$ cat src/rtl/pcs_lane_tx_pkg.sv
// Shared PCS lane definitions: widths, 2-bit block headers, control payloads, scrambler taps.
// Latency: n/a (constants only).
// Backpressure: n/a.
package pcs_lane_tx_pkg;

  localparam int PCS_UNITWIDTH = 64;

  localparam logic [1:0] HDR_DATA = 2'b01;
  localparam logic [1:0] HDR_CTRL = 2'b10;

  localparam logic [63:0] PCS_SYNC_WORD = 64'h4B_5A_A5_B4_1E_E1_78_87;
  localparam logic [63:0] PCS_IDLE_WORD = 64'h07_07_07_07_07_07_07_1E;

  // Self-synchronous scrambler 1 + x^39 + x^58
  localparam int SCR_LEN = 58;
  localparam int SCR_TAP = 39;

endpackage

$ cat src/rtl/pcs_scrambler58.sv
// Combinational 1+x^39+x^58 scrambler step over a full word, LSB first.
// Latency: 0 cycles (pure function of state_in and data_in).
// Backpressure: none; the caller decides when to commit state_out.
module pcs_scrambler58
  import pcs_lane_tx_pkg::*;
#(
  parameter int W = PCS_UNITWIDTH
) (
  input  logic [SCR_LEN-1:0] state_in,
  input  logic [W-1:0]       data_in,
  output logic [W-1:0]       data_out,
  output logic [SCR_LEN-1:0] state_out
);

  logic [SCR_LEN-1:0] s;
  logic               o;

  // Serially scramble every payload bit, feeding each output bit back into the shift state
  always_comb begin
    s        = state_in;
    o        = 1'b0;
    data_out = '0;
    for (int i = 0; i < W; i++) begin
      o           = data_in[i] ^ s[SCR_TAP-1] ^ s[SCR_LEN-1];
      data_out[i] = o;
      s           = {s[SCR_LEN-2:0], o};
    end
    state_out = s;
  end

endmodule

$ cat src/rtl/pcs_lane_tx.sv
// Per-lane TX: FIFO of lane words, 2-bit-header framing, data scrambling, sync/idle insertion.
// Latency: push at cycle N appears on out_block at N+2 when the FIFO is empty and output is consumable.
// Backpressure: out_ideal drops when the FIFO is full; output register holds while in_ready=0.
module pcs_lane_tx
  import pcs_lane_tx_pkg::*;
#(
  parameter int                   UNITWIDTH = PCS_UNITWIDTH,
  parameter int                   DEPTH     = 4,
  parameter logic [UNITWIDTH-1:0] SYNC_WORD = PCS_SYNC_WORD,
  parameter logic [UNITWIDTH-1:0] IDLE_WORD = PCS_IDLE_WORD
) (
  input  logic                 clk,
  input  logic                 reset_n,
  input  logic                 in_enable,
  input  logic [UNITWIDTH-1:0] in_txdata,
  input  logic                 in_txdata_en,
  input  logic                 in_txsync,
  output logic                 out_ideal,
  input  logic                 in_ready,
  output logic [UNITWIDTH+1:0] out_block,
  output logic                 out_block_valid,
  output logic                 out_sync_sent,
  output logic                 out_overflow
);

  localparam int             AW        = $clog2(DEPTH);
  localparam logic [AW:0]    DEPTH_CNT = (AW+1)'(DEPTH);

  // Each entry is {sync_flag, payload}
  logic [UNITWIDTH:0]   mem [DEPTH];
  logic [AW-1:0]        wr_ptr;
  logic [AW-1:0]        rd_ptr;
  logic [AW:0]          count;

  logic                 full;
  logic                 empty;
  logic                 push;
  logic                 load;
  logic                 pop;
  logic [UNITWIDTH:0]   head;
  logic                 head_sync;

  logic [SCR_LEN-1:0]   scr_state;
  logic [SCR_LEN-1:0]   scr_next;
  logic [UNITWIDTH-1:0] scr_data;

  assign full      = (count == DEPTH_CNT);
  assign empty     = (count == '0);
  assign head      = mem[rd_ptr];
  assign head_sync = head[UNITWIDTH];

  // out_ideal depends only on registered count so the distributor sees no combinational loop
  assign out_ideal = in_enable & ~full;
  assign push      = in_enable & in_txdata_en & ~full;
  assign load      = in_enable & (in_ready | ~out_block_valid);
  assign pop       = load & ~empty;

  pcs_scrambler58 #(.W(UNITWIDTH)) u_scr (
    .state_in  (scr_state),
    .data_in   (head[UNITWIDTH-1:0]),
    .data_out  (scr_data),
    .state_out (scr_next)
  );

  // FIFO storage; stale entries are harmless because reset clears the pointers
  always_ff @(posedge clk) begin
    if (push) begin
      mem[wr_ptr] <= {in_txsync, in_txdata};
    end
  end

  // FIFO pointers and occupancy; pointers wrap naturally since DEPTH is a power of 2
  always_ff @(posedge clk) begin
    if (!reset_n) begin
      wr_ptr <= '0;
      rd_ptr <= '0;
      count  <= '0;
    end else begin
      if (push) wr_ptr <= wr_ptr + 1'b1;
      if (pop)  rd_ptr <= rd_ptr + 1'b1;
      case ({push, pop})
        2'b10:   count <= count + 1'b1;
        2'b01:   count <= count - 1'b1;
        default: count <= count;
      endcase
    end
  end

  // Scrambler state only advances on data blocks; sync and idle blocks leave it untouched
  always_ff @(posedge clk) begin
    if (!reset_n) begin
      scr_state <= '1;
    end else if (pop && !head_sync) begin
      scr_state <= scr_next;
    end
  end

  // Output block register: data, sync or idle depending on FIFO head
  always_ff @(posedge clk) begin
    if (!reset_n) begin
      out_block       <= '0;
      out_block_valid <= 1'b0;
    end else if (load) begin
      out_block_valid <= 1'b1;
      if (empty) begin
        out_block <= {HDR_CTRL, IDLE_WORD};
      end else if (head_sync) begin
        out_block <= {HDR_CTRL, SYNC_WORD};
      end else begin
        out_block <= {HDR_DATA, scr_data};
      end
    end
  end

  // Sync pulse is high only in the cycle following a sync load
  always_ff @(posedge clk) begin
    if (!reset_n) begin
      out_sync_sent <= 1'b0;
    end else begin
      out_sync_sent <= pop & head_sync;
    end
  end

  // Sticky overflow flag: push strobe seen while the FIFO is full
  always_ff @(posedge clk) begin
    if (!reset_n) begin
      out_overflow <= 1'b0;
    end else if (in_enable && in_txdata_en && full) begin
      out_overflow <= 1'b1;
    end
  end

endmodule

$ cat config.mk
export PLATFORM = sky130hd
export DESIGN_NAME = pcs_lane_tx
export DESIGN_NICKNAME = d
export VERILOG_FILES = /design/src/rtl/pcs_lane_tx_pkg.sv /design/src/rtl/pcs_scrambler58.sv /design/src/rtl/pcs_lane_tx.sv
export SDC_FILE = /design/constraint.sdc
export NUM_CORES = 1
export LEC_CHECK = 0
export ABC_AREA = 1
export BUFFER_PORTS_ARGS = -buffer_cell sky130_fd_sc_hd__buf_2
export CAP_MARGIN = 40
export CORE_MARGIN = 2
export CORE_UTILIZATION = 30
export CTS_CLUSTER_DIAMETER = 120
export CTS_CLUSTER_SIZE = 25
export DETAILED_ROUTE_END_ITERATION = 16
export GPL_TIMING_DRIVEN = 0
export PLACE_DENSITY = 0.48
export RECOVER_POWER = 50
export SKIP_CTS_REPAIR_TIMING = 1
export SLEW_MARGIN = 20
export SYNTH_ARGS = -nofsm -noshare
export SYNTH_HDL_FRONTEND = slang
export SYNTH_SLANG_ARGS = --single-unit
$ cat constraint.sdc
create_clock -name clk -period 5.3 [get_ports clk]
set_input_delay 1.06 -clock clk [delete_from_list [all_inputs] [get_ports clk]]
set_output_delay 1.06 -clock clk [all_outputs]
set_load 0.02 [all_outputs]
# Word level (Yosys, flattened, before mapping)
# Memories as Yosys holds them, arrays and structs flattened. A register that Yosys moved wholly into a read port is not among the register bits.
# Cells that the tools add are included.
# totals
reg_bits,134
in_bits,70
out_inout_bits,70
mem_count,1
elab_cells,167
mem_bits_rw,260
# memory_table
memory,words,width,read_ports,rd_clocked_by_memory_dff,wr,line_no,rtl
mem,4,65,1,1,1,pcs_lane_tx.sv:30,logic [UNITWIDTH:0] mem [DEPTH];
# classes
n_eq_ne,3
n_reduce_logical,6
mux,7
n_addsub,4
bitwise,138
# ops
cell,count
$mux W66,2
$xor A1 B1 Y1,128
$and A1 B1 Y1,6
$pmux W3 S2,1
$add A2 B1 Y2 const B,2
$mux W2,2
$add A3 B1 Y3 const B,1
$eq A3 B3 Y1 const B,1
$logic_and A1 B1 Y1,3
$logic_not A3 Y1,1
$not A1 Y1,3
$sub A3 B1 Y3 const B,1
$eq A2 B1 Y1 const B,1
$eq A2 B2 Y1 const B,1
$mux W1,2
$reduce_bool A2 Y1,1
$logic_not A1 Y1,1
$or A1 B1 Y1,1

# Logic depth before layout (Yosys ltp)
# Gate-level depths: netlist (run 1).
# depth
depth_word,6
mapped_depth,14
depth_no_buf,12

# Modules after synthesis
# From an unflattened synthesis (run 1), not the netlist that was laid out.
# hier_totals
cells_unflattened,1661
hier_area_um2,16799.9
# modules_own_cells
mod,cells_each,seq_area_each_um2,area_per_inst_um2,instances
pcs_lane_tx,1265,10530.1,14581.5,1
pcs_scrambler58,396,0.0,2218.4,1

# Worst setup path after synthesis (run 1)
# Ideal clock, no wire load.
# synth_path
kind,in2reg
start,input port in_enable
end,"memory mem[0][0] in the netlist's numbering, enable pin"
path_slack_ns,0.683
path_buffers,0
arrival_time_ns,4.128
t_required_ns,4.811
cell_stages,4
path_cell_list,nand2_1 > nor2_1 > clkinv_1 > nor2_1
# synth_via
elab_chain_len,4
# synth_lines
item,line_no,rtl
from (decl),pcs_lane_tx.sv:14,"input logic in_enable,"
$and A1 B1 Y1 (2 in series),pcs_lane_tx.sv:54,assign push = in_enable & in_txdata_en & ~full;
$mux W1,pcs_lane_tx.sv:67,if (push) begin
$mux W1 (implied by the code),pcs_lane_tx.sv:68,"mem[wr_ptr] <= {in_txsync, in_txdata};"
to (decl),pcs_lane_tx.sv:30,
# No other way between the ends.

# Worst setup path after layout (run 1)
# layout_path
start,input port in_ready
end,register out_block[43]
# layout_via
elab_chain_len,2
# layout_lines
item,line_no,rtl
from (decl),pcs_lane_tx.sv:19,"input logic in_ready,"
$or A1 B1 Y1,pcs_lane_tx.sv:55,assign load = in_enable & (in_ready | ~out_block_valid);
$and A1 B1 Y1,pcs_lane_tx.sv:55,
to (signal assigned),pcs_lane_tx.sv:106,"out_block <= {HDR_CTRL, IDLE_WORD};"
to (signal assigned),pcs_lane_tx.sv:108,"out_block <= {HDR_CTRL, SYNC_WORD};"
to (signal assigned),pcs_lane_tx.sv:110,"out_block <= {HDR_DATA, scr_data};"
to (decl),pcs_lane_tx.sv:20,"output logic [UNITWIDTH+1:0] out_block,"
# No other way between the ends.
# A chain may end at the register's enable or synchronous reset.

==> results of run 1 <==
synth_stat cells, types with 4 or more instances:
cell type and number:
nand3b_1 4, inv_2 4, ha_1 5, xnor2_1 22
dfxtp_1 136, nor2_1 69, o22a_1 6, o21ai_1 20
inv_1 63, xor2_1 65, nand2_1 463, a21oi_1 84
buf_4 8, nand3_1 154, o21ai_0 67, clkbuf_1 17
buf_6 10, o22ai_1 4, edfxtp_1 260, buf_2 37
final cells by class:
cell class	count	share of cell area
inverter	70	0.0146
sequential	396	0.578
antenna	2	0.000275
clock buffer	33	0.0301
timing repair buffer	151	0.0443
multi-input combinational	989	0.262
tap	688	0.0472
buffer	74	0.0233
sequential cells by signal, summed over array words and instances, names as in the netlist, named ones only:
| signal | flops |
|---|---|
| scr_state | 58 |
| out_block_valid | 1 |
| wr_ptr | 2 |
| out_overflow | 1 |
| out_block | 66 |
| out_sync_sent | 1 |
| rd_ptr | 2 |
| mem | 260 |
| count | 3 |
cell usage in the layout, fill, tap and decap left out, drive strengths merged, types with 4 or more instances in the layout:
| master | instances |
|---|---|
| dfxtp | 136 |
| xor2 | 68 |
| nand2 | 466 |
| o22a | 6 |
| a21oi | 84 |
| nand3 | 154 |
| clkbuf | 186 |
| nand3b | 4 |
| nor2 | 71 |
| xnor2 | 22 |
| o22ai | 4 |
| edfxtp | 260 |
| ha | 5 |
| buf | 72 |
| o21ai | 88 |
| inv | 68 |
per-stage QoR:
stage / area (sq um) / hold WS, ps / setup WS, ps
after floorplan: 16000 / 436 / 683
after global placement: 17600 / 436 / -2440
after detailed placement: 17900 / 440 / 1670
after CTS: 18400 / 460 / 2260
after global routing: 18200 / 487 / 1460
final: 18200 / 462 / 1680
cell families (layout without fill, tap and decap cells):
kind of cell,count (synthesis),count (layout),synth area share
adder cells (fa/ha/maj),6,6,0.00516
other,0,2,0
buffers and inverters,144,328,0.0434
flip-flops,396,396,0.658
AO/OA/AOI/OAI,192,192,0.0639
XOR/XNOR,90,90,0.0507
AND/OR/NAND/NOR,701,701,0.179
where the power goes:
group / internal (mW) / total [mW] / switching, mW
combinational: 0.595 / 2.03 / 1.44
sequential: 3.51 / 3.68 / 0.175
clock: 0.716 / 1.70 / 0.983
total: 4.82 / 7.42 / 2.60
critical path: stages:
cell and delay [ps]:
buf_2 90, o21ai_0 1020, clkinv_1 790, nor2_2 530, buf_2 420, nand2_1 110, o21ai_1 80
worst max-delay path by stage:
stage / to / start / depth (start not counted)
after detailed placement: count[2] / in_enable / 12
after floorplan: mem[0][0] / in_enable / 4
after global routing: out_block[43] / in_ready / 7
after global placement: mem[0][51] / in_enable / 5
after CTS: count[2] / in_enable / 12
final: out_block[43] / in_ready / 7
routing by layer:
layer	track usage	part of all wire	vias up	wire (um)
li1	-	-	5477	-
met1	0.240	0.45	5332	22600
met2	0.289	0.46	283	23200
met3	0.0329	0.057	57	2830
met4	0.0470	0.025	6	1230
met5	0	0.00078	-	39
==> impl_metrics.toml, run 1 <==
[outcome]
status = "finished with violations"
failed_checks = "capacitance limit, slew limit"

[layout]
final_cells = 2403
drive_above_1_share = 0.0607
syn2layout_area_growth_pct = 13.9
multi_input_area_sq_um = 4780
nFillCells = 5344
ff_latch_area_sq_um = 10500
nets = 1777
utilization = 0.346

[clock_tree]
htree_levels = 1
cts_tree = "built"
cts_buffers = 19
cts_sinks = 396
clk_pin_slew_ps = 110
cts_buffer_depth = 3
insertion_delay_ps = 550
root_buffer = "clkbuf_16"

[setup_path]
r2r_setup_slack_ps = 1890
criticalPathCategory = "in -> reg"
reg2reg_from = "out_block_valid"
critical_path.max_fanout = 10
critPathLaunchType = "input port"
required_ps = 5790
critPathArrivalTime_ps = 4110
r2r-end = "out_block[43]"
end_kind = "flip-flop"
ff2ff_path_depth = 7

[timing]
setup_viol = 0
finalClockSkew_ps = 20.7
max_freq_mhz = 276
tns_ps = 0
hold_viol = 0
period_needed_ps = 3620
slew_viol_final = 22
relSlewSlack = -0.230
rsz0062_at_grt = "false"
min_period_over_period = 0.684
worst_pin_slew_ps = 1840

[global_routing]
grt_util_all_layers = 0.177
antenna_found_initial = 5
grt_pass1_vias = 10800
overflow = 0
grt_pass1_wl_um = 72300
grt_max_degree = 27

[yosys]
yosys_warnings = 0
syn_inst = 1529
yosysTopAreaCell = "edfxtp_1"
synth_seq_cells = 396
synth_edf_count = 260
synthTopCellsByArea = "edfxtp_1 (49%), dfxtp_1 (17%), nand2_1 (11%)"
syn-num-nets = 1605
syn_area_sq_um = 16000
postSynthAreaPerCell_sq_um = 10.5
netlist.area_leader.share = 0.488
async_flop_share = 0
synth_cell_types = 37
ys_seq_area_frac = 0.658
synth_ff_type = "edfxtp_1"

[floorplanning]
die_width_um = 235
rows = 84
coreArea_sq_um = 52700
start_util = 0.304
dieArea_sq_um = 55200
die_y_um = 235
io_pins = 140

[placement]
port_buffers = 139
place_hpwl_um = 36700
place.gp.congestion = 0.883
numPlacedInstances = 2368

[route]
detail_route.drc_violations = 0
ant_nets = 0
drt-initial-drc-count = 928
vias_per_cell = 4.64
drt-wirelength-per-cell_um = 20.8
num_vias = 11200
drt_first_pass_iters = 5
wl_um = 49900

[worst_hold_path]
holdPathStages = 2
hold_class = "reg -> reg"
holdPathEnd = "out_overflow"
min_from = "out_overflow"

[power_and_ir_drop]
leakage_nw = 6.80
cellPowerDensity_nw_per_um2 = 407
total_power_mw = 7.42
vdd_drop_max_mv = 0.194

[run]
drv_cap = 2
No activity file was read; power rests on OpenSTA's default activity.
==> run 2, diff against run 1 <==
==> constraint.sdc (replaced) <==
create_clock -name clk -period 3.51 [get_ports clk]
set_input_delay 0.702 -clock clk [delete_from_list [all_inputs] [get_ports clk]]
set_output_delay 0.702 -clock clk [all_outputs]
set_load 0.02 [all_outputs]
==> impl_metrics.toml, run 2 (synthesis gave the netlist of run 1 again) <==
[power_and_ir_drop]
leakage_nw = 6.78
cellPowerDensity_nw_per_um2 = 613
vdd_drop_max_mv = 0.291
total_power_mw = 11.2

[layout]
largest_register = "mem"
drive_above_1_share = 0.0601
syn2layout_area_growth_pct = 13.9
final_common_cell = "nand2_1"
final_area_sq_um = 18200
largest_reg_flops = 260
nets = 1777
final_cell_mix = "nand2_1 (464), edfxtp_1 (260), clkbuf_1 (169)"
largest_registers = "mem (260), out_block (66), scr_state (58)"

[clock_tree]
cts_buffer_depth = 3
clk_pin_slew_ps = 100
cts_buffers = 19
root_buffer = "clkbuf_16"
cts_tree = "built"
cts_sinks = 396
htree_levels = 1
insertion_delay_ps = 550

[timing]
hold_viol = 0
slew_viol_final = 10
worst_pin_slew_ps = 1510
rsz0062_at_grt = "false"
relSlewSlack = -0.0102
setup_ws_ps = 565
finalClockSkew_ps = 21.3
max_freq_mhz = 340
min_period_over_period = 0.839
period_needed_ps = 2950
setup_viol = 0

[placement]
place_ws_ps = 236
port_buffers = 139
place.gp.congestion = 0.883
post_dp_cell_area_sq_um = 17900
place_hpwl_um = 36700

[global_routing]
grt_util_all_layers = 0.177
grt_max_degree = 27
overflow = 0
antenna_found_initial = 5
grt_pass1_vias = 10800
grt_pass1_wl_um = 72300

[setup_path]
reg2reg_from = "count[0]"
ff2ff_path_depth = 6
criticalPathCategory = "reg -> reg"
cp_common_cell = "nor2_1"
cp.buffers_inverters = 3
r2r_setup_slack_ps = 560
required_ps = 3760
r2r-end = "mem[1][52]"
crit_chain = "nor3_1 > nor2_1 > clkinv_1 > nor2_1 > buf_12 > buf_16"
cp_slowest_stage_delay_ps = 1230
critPathLaunchType = "flip-flop"
critical_path.max_fanout = 19
critical-path-slowest-cell = "nor2_1"
end_kind = "flip-flop"
critPathArrivalTime_ps = 3200
cpLargestDelayFamily = "simple AND/OR/NAND/NOR gates"

[route]
vias_per_cell = 4.64
detail_route.drc_violations = 0
drt_first_pass_iters = 5
drt-initial-drc-count = 921
num_vias = 11200
ant_nets = 0
drt-wirelength-per-cell_um = 20.7
wl_um = 49800

[outcome]
status = "finished with violations"
failed_checks = "capacitance limit, slew limit"

[run]
drv_cap = 1

[floorplanning]
rows = 84
coreArea_sq_um = 52700
start_util = 0.304
die_width_um = 235
io_pins = 140
dieArea_sq_um = 55200
die_y_um = 235

[worst_hold_path]
holdPathStages = 1
holdPathEnd = "mem[3][11]"
min_from = "in_txdata[11]"
hold_class = "in -> reg"
-- run 2: cell count changes in the layout (fill, tap and decap cells not counted) --
cell	before	now
buf_2	41	38
clkbuf_1	166	169
o21ai_0	70	67
o21ai_1	18	20
nor2_1	68	67
nor2_4	1	2
o21ai_2	0	1
-- run 2: routing by layer --
metal | global-route usage | vias up | part of all wire
li1 | - | 5475 | -
met1 | 0.240 | 5335 | 0.45
met2 | 0.289 | 279 | 0.47
met3 | 0.0329 | 57 | 0.057
met4 | 0.0470 | 6 | 0.025
met5 | 0 | - | 0.00078
-- run 2: final cells by class --
cell class              count  area, sq um
fillers                  5342        34400
flip-flops and latches    396        10500
multi-input cells         989         4790
well taps                 688          861
repair buffers            151          805
clock buffers              33          549
plain buffers              74          425
inverters                  70          265
diodes                      2         5.00
-- run 2: worst max path at each step --
stage / start / end / slack [ps] / cells past startpoint
after floorplan: in_enable / mem[0][0] / -750 / 4
after global placement: in_enable / mem[0][51] / -3880 / 5
after detailed placement: in_enable / count[2] / 240 / 12
after CTS: out_block_valid / count[2] / 650 / 12
after global routing: count[0] / mem[1][51] / 320 / 6
final: count[0] / mem[1][52] / 560 / 6
-- run 2: per-stage QoR --
| step | setup TNS (ps) | hold slack [ps] | utilization | cells |
|---|---|---|---|---|
| floorplan | -194690 | 436 | - | 1529 |
| global placement | -985010 | 436 | 0.334 | 2356 |
| detailed placement | 0 | 440 | 0.339 | 2368 |
| CTS | 0 | 333 | 0.350 | 2401 |
| global route | 0 | 400 | 0.346 | 2401 |
| finish | 0 | 412 | 0.346 | 2403 |
-- run 2: power by group --
part / switching (mW) / internal [mW]
Clock: 1.48 / 1.08
Sequential: 0.264 / 5.30
Combinational: 2.17 / 0.898
Total: 3.91 / 7.28
-- run 2: worst register-to-register path, cell delays in order, from the launching register on --
cell	delay (ps)
dfxtp_1	410
nor3_1	110
nor2_1	110
clkinv_1	280
nor2_1	1230
buf_12	290
buf_16	210
==> run 3, diff against run 2 <==
--- a/config.mk
+++ b/config.mk
@@ -14,7 +14,7 @@
 export CTS_CLUSTER_SIZE = 25
 export DETAILED_ROUTE_END_ITERATION = 16
 export GPL_TIMING_DRIVEN = 0
-export PLACE_DENSITY = 0.48
+export PLACE_DENSITY = 0.49
 export RECOVER_POWER = 50
 export SKIP_CTS_REPAIR_TIMING = 1
 export SLEW_MARGIN = 20
==> constraint.sdc (replaced) <==
create_clock -name clk -period 2.5 [get_ports clk]
set_input_delay 0.5 -clock clk [delete_from_list [all_inputs] [get_ports clk]]
set_output_delay 0.5 -clock clk [all_outputs]
set_load 0.02 [all_outputs]
==> impl_metrics.toml, run 3 (synthesis gave the netlist of run 1 again) <==
[global_routing]
antenna_found_initial = 7
overflow = 0
grt_pass1_vias = 10700
grt_util_all_layers = 0.178
grt_pass1_wl_um = 72900
grt_max_degree = 27

[setup_path]
crit_chain = "buf_6 > inv_4 > buf_2 > buf_2 > o21ai_0 > o22ai_1 > xor2_1 > o211ai_1"
cp_slowest_stage_delay_ps = 420
critPathArrivalTime_ps = 2740
criticalPathCategory = "reg -> reg"
cp_common_cell = "buf_2"
cpLargestDelayFamily = "buffers and inverters"
r2r-end = "scr_state[37]"
end_kind = "flip-flop"
cp.buffers_inverters = 4
critPathLaunchType = "flip-flop"
critical_path.max_fanout = 10
ff2ff_path_depth = 8
r2r_setup_slack_ps = 180
critical-path-slowest-cell = "xor2_1"
required_ps = 2910

[timing]
rsz0062_at_grt = "false"
hold_viol = 0
worst_pin_slew_ps = 832
slew_viol_final = 0
setup_viol = 0
period_needed_ps = 2320
setup_ws_ps = 178
finalClockSkew_ps = 15.3
relSlewSlack = 0.445
min_period_over_period = 0.929
max_freq_mhz = 431
tns_ps = 0

[power_and_ir_drop]
vdd_drop_max_mv = 0.419
leakage_nw = 6.93
cellPowerDensity_nw_per_um2 = 856

[route]
drt-wirelength-per-cell_um = 20.9
num_vias = 11300
ant_nets = 0
wl_um = 50500
vias_per_cell = 4.68
detail_route.drc_violations = 0
drt-initial-drc-count = 945
drt_first_pass_iters = 5

[floorplanning]
rows = 84
io_pins = 140
die_width_um = 235
coreArea_sq_um = 52700
start_util = 0.304
die_y_um = 235
dieArea_sq_um = 55200

[placement]
place.gp.congestion = 0.897
place_ws_ps = -628
port_buffers = 139
numPlacedInstances = 2370
place_hpwl_um = 37400

[clock_tree]
root_buffer = "clkbuf_16"
htree_levels = 1
cts_tree = "built"
cts_buffers = 19
clk_pin_slew_ps = 110
cts_sinks = 396
insertion_delay_ps = 550
cts_buffer_depth = 3

[layout]
syn2layout_area_growth_pct = 15.5
drive_above_1_share = 0.0761
n_antenna_cell = 0
largest_register = "mem"
largest_registers = "mem (260), out_block (66), scr_state (58)"
nets = 1797
final_cells = 2422
utilization = 0.351
final_common_cell = "nand2_1"
largest_reg_flops = 260
final_cell_mix = "nand2_1 (463), edfxtp_1 (260), clkbuf_1 (166)"

[outcome]
status = "complete, no violations"

[worst_hold_path]
holdPathEnd = "mem[2][0]"
min_from = "in_txdata[0]"
holdPathStages = 1
hold_class = "in -> reg"

[run]
drv_cap = 0
## run 3: cell types whose count changed in the layout (fill, tap and decap cells not counted), moves of 2 or more
cell	delta
nor2_4	+2
buf_4	+18
buf_16	+3
clkbuf_1	-3
diode_2	-2
## run 3: layout make-up
type	instances	area [sq um]
Clock inverter	1	8.76
Clock buffer	33	549
Tap cell	688	861
Timing Repair Buffer	171	1010
Multi-Input combinational cell	989	4820
Fill cell	5371	34200
Buffer	74	438
Inverter	70	269
Sequential cell	396	10500
## run 3: per-stage QoR
step                      hold slack (ps)  power [mW]  cell area (sq um)
after floorplan                       436        10.6              16000
after global placement                434        12.3              17600
after detailed placement              438        12.4              17900
after CTS                             133        15.9              18500
after global routing                  199        16.6              18500
final                                 204        15.8              18500
## run 3: layer usage
layer,global-route usage,vias to the layer above,share of wire
li1,-,5511,-
met1,0.243,5476,0.45
met2,0.292,274,0.47
met3,0.0338,59,0.058
met4,0.0453,12,0.023
met5,0,-,0.0016
## run 3: worst max path at each step
stage                               end  slack [ps]  cells after the start
after floorplan               mem[0][0]        -520                      4
after global placement       mem[3][43]       -2530                      5
after detailed placement       count[2]        -630                     12
after CTS                      count[2]        -390                     12
after global routing           count[2]          30                     12
final                     scr_state[37]         180                      8
## run 3: power by group
part | switching [mW] | internal [mW] | total [mW]
Sequential | 0.369 | 7.44 | 7.80
Clock | 2.09 | 1.53 | 3.62
Combinational | 3.10 | 1.29 | 4.40
